File: src/rtl/mem_pkg.sv
// Shared types and helpers for the MEM-stage load/store unit.
//   state_t   : access FSM states (IDLE/REQ/WAIT_R/DONE)
//   size_t    : access width decoded from funct3
//   F3_*      : funct3 encodings for loads/stores
//   size_of() : funct3 -> access width (unlisted encodings fall back to word)
//   be_gen()  : byte-enable pattern for a width at a byte offset
//   wdata_gen(): replicate store data across all byte lanes
package mem_pkg;

  typedef enum logic [1:0] {
    ST_IDLE   = 2'd0,
    ST_REQ    = 2'd1,
    ST_WAIT_R = 2'd2,
    ST_DONE   = 2'd3
  } state_t;

  typedef enum logic [1:0] {
    SZ_B = 2'd0,
    SZ_H = 2'd1,
    SZ_W = 2'd2
  } size_t;

  localparam logic [2:0] F3_B  = 3'b000;
  localparam logic [2:0] F3_H  = 3'b001;
  localparam logic [2:0] F3_W  = 3'b010;
  localparam logic [2:0] F3_BU = 3'b100;
  localparam logic [2:0] F3_HU = 3'b101;

  // Only the low two funct3 bits select width; 011/110/111 land on word.
  function automatic size_t size_of(input logic [2:0] f3);
    case (f3[1:0])
      2'b00:   return SZ_B;
      2'b01:   return SZ_H;
      default: return SZ_W;
    endcase
  endfunction

  // Shift result is truncated to 4 bits, so a halfword at offset 3 keeps only lane 3.
  function automatic logic [3:0] be_gen(input size_t sz, input logic [1:0] off);
    logic [3:0] base;
    case (sz)
      SZ_B:    base = 4'b0001;
      SZ_H:    base = 4'b0011;
      default: base = 4'b1111;
    endcase
    return base << off;
  endfunction

  function automatic logic [31:0] wdata_gen(input size_t sz, input logic [31:0] d);
    case (sz)
      SZ_B:    return {4{d[7:0]}};
      SZ_H:    return {2{d[15:0]}};
      default: return d;
    endcase
  endfunction

endpackage

File: src/rtl/mem_load_align.sv
// Combinational load-data alignment: shifts the read word down by the byte
// offset, then sign- or zero-extends byte/halfword results.
//   rdata      in  32  raw read word from the data bus
//   offset     in  2   byte offset of the access (addr[1:0])
//   size       in  -   access width
//   is_unsigned in 1   zero-extend (BU/HU) instead of sign-extend
//   data       out 32  extended load result
module mem_load_align
  import mem_pkg::*;
(
  input  logic [31:0] rdata,
  input  logic [1:0]  offset,
  input  size_t       size,
  input  logic        is_unsigned,
  output logic [31:0] data
);

  logic [31:0] shifted;

  always_comb begin
    shifted = rdata >> {offset, 3'b000};
    case (size)
      SZ_B:    data = is_unsigned ? {24'b0, shifted[7:0]}
                                  : {{24{shifted[7]}}, shifted[7:0]};
      SZ_H:    data = is_unsigned ? {16'b0, shifted[15:0]}
                                  : {{16{shifted[15]}}, shifted[15:0]};
      default: data = shifted;
    endcase
  end

endmodule

File: src/rtl/mem_access_unit.sv
// MEM-stage load/store unit on a req/gnt/rvalid data-memory bus.
// Generates byte enables and lane-steered store data, extracts and extends
// load data, and stalls the EX/MEM register until the access completes.
// Optional feature macro: MEM_MISALIGN_TRAP_EN (adds misalign_o and
// suppresses misaligned halfword/word accesses).
//   clk, rst          clock, synchronous active-high reset
//   pc_valid_i        EX/MEM slot holds a real instruction
//   mem_rd_en_i/wr_en load / store
//   mem_ctrl_i        [2:0] funct3, [3] ignored
//   addr_i            effective byte address
//   store_data_i      LSB-justified store data
//   dmem_*            data-memory bus (req held until gnt)
//   load_data_o       extended load result (held until next load)
//   load_valid_o      one-cycle load-complete pulse
//   stall_o           freeze EX/MEM register and upstream
//   misalign_o        misaligned access pulse (MEM_MISALIGN_TRAP_EN only)
module mem_access_unit
  import mem_pkg::*;
#(
  parameter int unsigned ADDR_W = 32,
  parameter int unsigned DATA_W = 32
) (
  input  logic              clk,
  input  logic              rst,
  input  logic              pc_valid_i,
  input  logic              mem_rd_en_i,
  input  logic              mem_wr_en_i,
  input  logic [3:0]        mem_ctrl_i,
  input  logic [ADDR_W-1:0] addr_i,
  input  logic [DATA_W-1:0] store_data_i,
  output logic              dmem_req_o,
  output logic              dmem_we_o,
  output logic [ADDR_W-1:0] dmem_addr_o,
  output logic [3:0]        dmem_be_o,
  output logic [DATA_W-1:0] dmem_wdata_o,
  input  logic              dmem_gnt_i,
  input  logic              dmem_rvalid_i,
  input  logic [DATA_W-1:0] dmem_rdata_i,
  output logic [DATA_W-1:0] load_data_o,
  output logic              load_valid_o,
  output logic              stall_o
`ifdef MEM_MISALIGN_TRAP_EN
  ,
  output logic              misalign_o
`endif
);

  state_t            state;
  logic              access;
  logic              misal;
  logic              issue;
  size_t             cur_size;
  logic [3:0]        cur_be;
  logic [DATA_W-1:0] cur_wdata;
  logic [ADDR_W-1:0] cur_addr;

  // Fields held while the request waits for gnt and the load for rvalid.
  logic              lat_we;
  logic [ADDR_W-1:0] lat_addr;
  logic [3:0]        lat_be;
  logic [DATA_W-1:0] lat_wdata;
  size_t             lat_size;
  logic              lat_unsigned;
  logic [1:0]        lat_off;
  logic [DATA_W-1:0] load_data_r;
  logic [DATA_W-1:0] ext_data;

  logic unused_ctrl;
  assign unused_ctrl = mem_ctrl_i[3];

  always_comb begin
    access    = pc_valid_i & (mem_rd_en_i | mem_wr_en_i);
    cur_size  = size_of(mem_ctrl_i[2:0]);
    cur_be    = be_gen(cur_size, addr_i[1:0]);
    cur_wdata = wdata_gen(cur_size, store_data_i);
    cur_addr  = {addr_i[ADDR_W-1:2], 2'b00};
`ifdef MEM_MISALIGN_TRAP_EN
    misal = access & (((cur_size == SZ_H) & addr_i[0]) |
                      ((cur_size == SZ_W) & (addr_i[1:0] != 2'b00)));
`else
    misal = 1'b0;
`endif
    issue = access & ~misal;
  end

  mem_load_align u_align (
    .rdata       (dmem_rdata_i),
    .offset      (lat_off),
    .size        (lat_size),
    .is_unsigned (lat_unsigned),
    .data        (ext_data)
  );

  // IDLE drives the bus straight from the pipeline so a same-cycle gnt on a
  // store costs no stall; later states replay the latched copy.
  always_comb begin
    dmem_req_o   = 1'b0;
    dmem_we_o    = 1'b0;
    dmem_addr_o  = '0;
    dmem_be_o    = '0;
    dmem_wdata_o = '0;
    stall_o      = 1'b0;
    load_valid_o = 1'b0;
    case (state)
      ST_IDLE: begin
        if (issue) begin
          dmem_req_o   = 1'b1;
          dmem_we_o    = mem_wr_en_i;
          dmem_addr_o  = cur_addr;
          dmem_be_o    = cur_be;
          dmem_wdata_o = cur_wdata;
          stall_o      = ~(dmem_gnt_i & mem_wr_en_i);
        end
      end
      ST_REQ: begin
        dmem_req_o   = 1'b1;
        dmem_we_o    = lat_we;
        dmem_addr_o  = lat_addr;
        dmem_be_o    = lat_be;
        dmem_wdata_o = lat_wdata;
        stall_o      = 1'b1;
      end
      ST_WAIT_R: stall_o = 1'b1;
      ST_DONE:   load_valid_o = ~lat_we;
      default: ;
    endcase
  end

`ifdef MEM_MISALIGN_TRAP_EN
  assign misalign_o = (state == ST_IDLE) & misal;
`endif

  assign load_data_o = load_data_r;

  always_ff @(posedge clk) begin
    if (rst) begin
      state        <= ST_IDLE;
      lat_we       <= 1'b0;
      lat_addr     <= '0;
      lat_be       <= '0;
      lat_wdata    <= '0;
      lat_size     <= SZ_B;
      lat_unsigned <= 1'b0;
      lat_off      <= '0;
      load_data_r  <= '0;
    end else begin
      case (state)
        ST_IDLE: begin
          if (issue) begin
            lat_we       <= mem_wr_en_i;
            lat_addr     <= cur_addr;
            lat_be       <= cur_be;
            lat_wdata    <= cur_wdata;
            lat_size     <= cur_size;
            lat_unsigned <= mem_ctrl_i[2];
            lat_off      <= addr_i[1:0];
            if (dmem_gnt_i) state <= mem_wr_en_i ? ST_IDLE : ST_WAIT_R;
            else            state <= ST_REQ;
          end
        end
        ST_REQ: begin
          if (dmem_gnt_i) state <= lat_we ? ST_DONE : ST_WAIT_R;
        end
        ST_WAIT_R: begin
          if (dmem_rvalid_i) begin
            load_data_r <= ext_data;
            state       <= ST_DONE;
          end
        end
        ST_DONE: state <= ST_IDLE;
        default: state <= ST_IDLE;
      endcase
    end
  end

endmodule
File: config.mk
export PLATFORM = sky130hd
export DESIGN_NAME = mem_access_unit
export DESIGN_NICKNAME = d
export VERILOG_FILES = /design/src/rtl/mem_pkg.sv /design/src/rtl/mem_load_align.sv /design/src/rtl/mem_access_unit.sv
export SDC_FILE = /design/constraint.sdc
export NUM_CORES = 1
export LEC_CHECK = 0
export CORE_MARGIN = 4
export CORE_UTILIZATION = 45
export CTS_CLUSTER_SIZE = 10
export DETAILED_ROUTE_END_ITERATION = 16
export MAX_ROUTING_LAYER = met4
export PLACE_DENSITY_LB_ADDON = 0.3
export SLEW_MARGIN = 5
export SYNTH_ARGS = -nofsm -noshare
export SYNTH_HDL_FRONTEND = slang
export SYNTH_SLANG_ARGS = --single-unit
File: constraint.sdc
create_clock -name clk -period 5.8 [get_ports clk]
set_clock_uncertainty 0.2 [all_clocks]
set_input_delay 0.58 -clock clk [delete_from_list [all_inputs] [get_ports clk]]
set_output_delay 0.58 -clock clk [all_outputs]
set_load 0.1 [all_outputs]
== Word-level counts from Yosys, hierarchy flattened ==
Index checks and enable logic that the tools add are counted.

* Bits in registers: 106
* Bits of input ports: 107
* Output and inout port bits: 104
* Logic and storage cells: 59

* Eq/ne operators: 9
* Shift-type cells: 2
* Mux-type cells: 26
* Bitwise gates (word level): 5
* Reduce and logical (&&, ||, !) cells: 8

{| class="wikitable"
|+ Operators by type and width
! cell !! number
|-
| case mux 32 bit (2 select lines) || 4
|-
| 2-to-1 mux 32 bit || 4
|-
| >> shifter 32 x 5 -> 32 bit || 1
|-
| case mux 4 bit (2 select lines) || 2
|-
| 2-to-1 mux 2 bit || 5
|-
| equality test 2 x 1 -> 1 bit, second input constant || 4
|-
| logical NOT 2 bit || 4
|-
| case mux 2 bit (4 select lines) || 1
|-
| != test 2 bit, second input constant || 3
|-
| case mux 1 bit (2 select lines) || 3
|-
| 2-to-1 mux 1 bit || 5
|-
| equality test 2 bit, second input constant || 2
|-
| 2-to-1 mux 4 bit || 1
|-
| case mux 2 bit (2 select lines) || 1
|-
| AND reduction 2 bit || 2
|-
| << shifter 4 x 2 -> 4 bit || 1
|-
| AND reduction 3 bit || 1
|-
| AND 1 bit || 2
|-
| inverter 1 bit || 2
|-
| OR reduction 2 bit || 1
|-
| OR 1 bit || 1
|}

== Depth between registers and ports, before layout ==
* Depth in word-level cells: 7
* Gate-level depth with buffers: 8
* Mapped depth without buffers: 6

== Modules after synthesis ==
A second synthesis with hierarchy kept.

* Cell total of the unflattened synthesis: 758
* Area, all modules: 5,564.1 um^2

{| class="wikitable"
|+ By module, submodules not included
! module !! times used !! cells an instance !! area an instance (um^2)
|-
| mem_access_unit || 1 || 655 || 4,795.8
|-
| mem_load_align || 1 || 103 || 768.2
|}

== Worst setup path after synthesis ==
No wires, ideal clock.

* Path type: input port to output port
* Start: input port mem_ctrl_i[1]
* End: output port dmem_wdata_o[10]
* Arrival time: 3.422 ns
* Required time: 5.020 ns
* Slack: 1.598 ns
* Stages: 3
* Path buffers: 0
* Path through: nor2_1 > mux2i_1 > o21ai_0

* Word-level cells in the longest chain between the ends: 6
* Elaborated cells on any way between the ends: 8

{| class="wikitable"
|+ Ends and longest elaborated chain
! element !! line !! source
|-
| start, declared || mem_access_unit.sv:28 || <nowiki>input logic [3:0] mem_ctrl_i,</nowiki>
|-
| equality test 2 x 1 -> 1 bit / logical NOT 2 bit (equally long branches) || mem_pkg.sv:31 || <nowiki>case (f3[1:0])</nowiki>
|-
| case mux 2 bit (2 select lines) * || mem_pkg.sv:31 ||
|-
| equality test 2 x 1 -> 1 bit / logical NOT 2 bit (equally long branches) || mem_pkg.sv:50 || <nowiki>case (sz)</nowiki>
|-
| case mux 32 bit (2 select lines) * || mem_pkg.sv:50 ||
|-
| 2-to-1 mux 32 bit * || mem_access_unit.sv:106 || <nowiki>if (issue) begin</nowiki>
|-
| case mux 32 bit (2 select lines) * || mem_access_unit.sv:104 || <nowiki>case (state)</nowiki>
|-
| end, declared || mem_access_unit.sv:35 || <nowiki>output logic [DATA_W-1:0] dmem_wdata_o,</nowiki>
|}

Mark *: on every way between the ends. The rest lies on a longest branch, timed or not.

== Worst setup path after layout ==
* Start: input port mem_ctrl_i[1]
* End: output port dmem_wdata_o[15]

The elaborated chain is that of the path after synthesis.

==> flow_metrics.py <==
metrics = {
    "sta": {
        "slew_headroom_pct": 19.82,
        "fin_tns_setup_ns": 0,
        "finalSetupViolCount": 0,
        "drv_slew": 0,
        "rsz0062_at_grt": "false",
        "report.final.hold_viol_count": 0,
        "tightest_slew_ns": 1.203,
        "fmax_mhz": 231.6,
        "post-route-min-period_ns": 4.317,
        "period_share_pct": 74.43,
    },
    "final_layout": {
        "stdcell_count": 1034,
        "final_nets": 999,
        "nFillCells": 991,
        "area.growth.synth_to_final_pct": 44.10,
        "insertedDiodeCount": 0,
        "fraction_of_layout_instances_using_a_drive_strength_above_1_pct": 5.724,
    },
    "floorplanning": {
        "die-area_sq_um": 13640,
        "io-pin-count": 211,
        "area_inside_the_core_boundary_sq_um": 11520,
        "die_x_um": 116.8,
        "placement_rows": 39,
        "start_util_pct": 46.24,
        "die_y_um": 116.8,
    },
    "global_routing": {
        "global_route.overflow_total": 0,
        "wire_length_of_the_first_global_routing_pass_um": 25520,
        "overall_routing_resource_usage_pct": 24.08,
        "grt_start_max_net_pins": 107,
        "grt_antenna_before_repair": 0,
        "vias_in_the_first_global_route": 5350,
    },
    "placed_design": {
        "placed_cells_incl_taps": 1019,
        "detailedPlacementHpwl_um": 11820,
        "port_buffers": 207,
        "place_congestion": 0.8471,
    },
    "clocking": {
        "cts_tree": "done",
        "clock_tree.htree_level_count": 3,
        "cts-buffers-inserted": 9,
        "cts_root_buffer": "sky130_fd_sc_hd__clkbuf_16",
        "post_cts_setup_buffers": 0,
        "cts_num_sinks": 106,
        "clockBufferDepth": 2,
        "clkLatencyLatePin_ns": 0.34,
        "cts.repair.resized": 0,
        "postCtsHoldBufs": 0,
        "clkTransAtPathRegs_ns": 0.06,
    },
    "worst_setup_path": {
        "critPathCaptureType": "primary output",
        "crit_path_end": "dmem_wdata_o[15]",
        "path_class": "in -> out",
        "register_to_register_path_depth": 4,
        "timing.rr.start": "lat_off[1]",
        "crit_fanout": 30,
        "required_time_reported_for_the_critical_path_endpoint_ns": 5.02,
        "reg2reg_slack_ns": 3.25,
        "worst_ep_arrival_time_ns": 3.54,
        "crit_startpoint": "mem_ctrl_i[1]",
        "worstSetupStartpointType": "input port",
        "critical_path.reg2reg.endpoint": "load_data_o[28]",
    },
    "detailed_routing": {
        "detail_route.first_pass.iterations": 6,
        "vias_per_cell": 5.341,
        "post_drt_wl_per_cell_um": 16.03,
        "drt_drc_violations_left": 0,
        "num_vias": 5523,
        "drt_iter0_drc": 446,
        "detail-route-antenna-nets": 0,
        "drt_wl_total_um": 16580,
    },
    "flow_run": {
        "drv.max_cap_violation_count": 0,
    },
    "yosys": {
        "synth_cells": 721,
        "synth.largest_area_cell": "sky130_fd_sc_hd__dfxtp_1",
        "synth_edf_count": 0,
        "yosys-top-cells-count": "sky130_fd_sc_hd__nand2_1 (240), sky130_fd_sc_hd__dfxtp_1 (106), sky130_fd_sc_hd__a21oi_1 (98), sky130_fd_sc_hd__nor2_1 (57), sky130_fd_sc_hd__clkbuf_1 (44)",
        "synth-async-reset-ratio_pct": 0,
        "synth_most_common_cell": "sky130_fd_sc_hd__nand2_1",
        "yosys_warnings": 0,
        "synthesis.area_sq_um": 5325,
        "synth-seq-area-share_pct": 39.85,
        "yosysTopAreaCellShare_pct": 39.85,
        "yosys-top-cells-area": "sky130_fd_sc_hd__dfxtp_1 (40%), sky130_fd_sc_hd__nand2_1 (17%), sky130_fd_sc_hd__a21oi_1 (9.2%)",
        "synth_seq_cells": 106,
        "synth.avg_cell_area_sq_um": 7.386,
        "most_used_flip_flop_cell_after_synthesis": "sky130_fd_sc_hd__dfxtp_1",
        "ys_types": 37,
    },
    "power_and_ir_drop": {
        "power.static_leakage_nw": 3.101,
        "vdd_ir_drop_max_uv": 291.7,
        "pwr_density_cell_nw_per_um2": 476.7,
    },
    "status": {
        "outcome": "finished clean",
    },
    "hold_path": {
        "min-delay-path-class": "reg -> reg",
    },
}
==> worst min path at each step <==
stage	startpoint	endpoint	slack, ns	depth (start not counted)
after floorplan	lat_addr[10]	lat_addr[10]	0.24	2
after global placement	lat_wdata[31]	lat_wdata[31]	0.24	2
after detailed placement	lat_addr[28]	lat_addr[28]	0.25	2
after CTS	lat_addr[28]	lat_addr[28]	0.26	2
after global routing	lat_addr[31]	lat_addr[31]	0.28	2
final	lat_addr[28]	lat_addr[28]	0.26	2
==> stage by stage <==
stage | power, mW | hold WS (ns) | worst slack [ns] | instance area (sq um) | util [%]
2_1_floorplan | 2.534 | 0.2366 | 1.598 | 5329 | -
3_3_place_gp | 3.001 | 0.2412 | 1.529 | 7368 | 63.98
3_5_place_dp | 3.036 | 0.2472 | 1.493 | 7368 | 63.98
4_1_cts | 3.671 | 0.2571 | 1.424 | 7674 | 66.63
5_1_grt | 3.813 | 0.2755 | 1.213 | 7674 | 66.63
6_report | 3.658 | 0.2552 | 1.483 | 7674 | 66.63
==> final cells by class <==
class	count	area, sq um	area share [%]
clock buffers	13	270.3	3.522
inverters	6	22.52	0.2935
flip-flops and latches	106	2122	27.65
multi-input cells	551	2950	38.45
well taps	143	178.9	2.332
clock inverters	2	35.03	0.4565
repair buffers	213	2095	27.29
==> flip-flops by register name (all words and copies together) (netlist names) <==
signal,cells
lat_addr,30
lat_be,4
lat_off,2
lat_size,2
lat_unsigned,1
lat_wdata,32
lat_we,1
load_data_o,32
state,2
==> cell families (layout without fill, tap and decap cells) <==
family	after synthesis	in the layout	synth area share, %
simple gates	322	322	23.71
compound gates	172	172	20.00
buf+inv	65	234	5.005
mux	50	50	10.20
fa+ha+maj	5	5	1.175
flops	106	106	39.85
other cells	1	2	0.07042
==> metal layers <==
layer  wire length (um)  global-route usage (%)  part of all wire (%)
met5                  0                       -                     0
met2               8113                   39.25                    49
met4                310                   9.251                   1.9
met1               7012                   29.50                    42
met3               1140                   4.781                   6.9
==> power breakdown <==
group / internal [mW] / switching [mW]
clock network: 0.368 / 0.262
logic: 0.504 / 1.60
registers: 0.845 / 0.0739
total: 1.72 / 1.94
==> layout by cell type (no fill, tap or decap), types with 2 or more instances in the layout <==
| cell | instances |
|---|---|
| sky130_fd_sc_hd__inv_1 | 6 |
| sky130_fd_sc_hd__clkbuf_8 | 3 |
| sky130_fd_sc_hd__a21o_1 | 10 |
| sky130_fd_sc_hd__conb_1 | 2 |
| sky130_fd_sc_hd__ha_1 | 4 |
| sky130_fd_sc_hd__a21oi_1 | 98 |
| sky130_fd_sc_hd__nor2b_1 | 4 |
| sky130_fd_sc_hd__mux2_2 | 8 |
| sky130_fd_sc_hd__clkdlybuf4s50_1 | 198 |
| sky130_fd_sc_hd__nor3_1 | 11 |
| sky130_fd_sc_hd__clkbuf_16 | 9 |
| sky130_fd_sc_hd__mux2i_1 | 40 |
| sky130_fd_sc_hd__a211oi_1 | 15 |
| sky130_fd_sc_hd__o21ai_0 | 19 |
| sky130_fd_sc_hd__nand2b_1 | 2 |
| sky130_fd_sc_hd__nor2_1 | 56 |
| sky130_fd_sc_hd__dfxtp_1 | 106 |
| sky130_fd_sc_hd__or3_1 | 2 |
| sky130_fd_sc_hd__mux4_1 | 2 |
| sky130_fd_sc_hd__o211ai_1 | 8 |
| sky130_fd_sc_hd__buf_4 | 15 |
| sky130_fd_sc_hd__nand2_1 | 240 |
| sky130_fd_sc_hd__a211oi_2 | 10 |
| sky130_fd_sc_hd__o2bb2ai_1 | 7 |
==> worst max-delay path, stage by stage <==
cell                              delay, ns
sky130_fd_sc_hd__clkdlybuf4s50_1       1.03
sky130_fd_sc_hd__nor2_1                1.07
sky130_fd_sc_hd__mux2i_1               0.24
sky130_fd_sc_hd__o21ai_0               0.26
sky130_fd_sc_hd__buf_4                 0.34
Power figures use the tool's default switching activity.
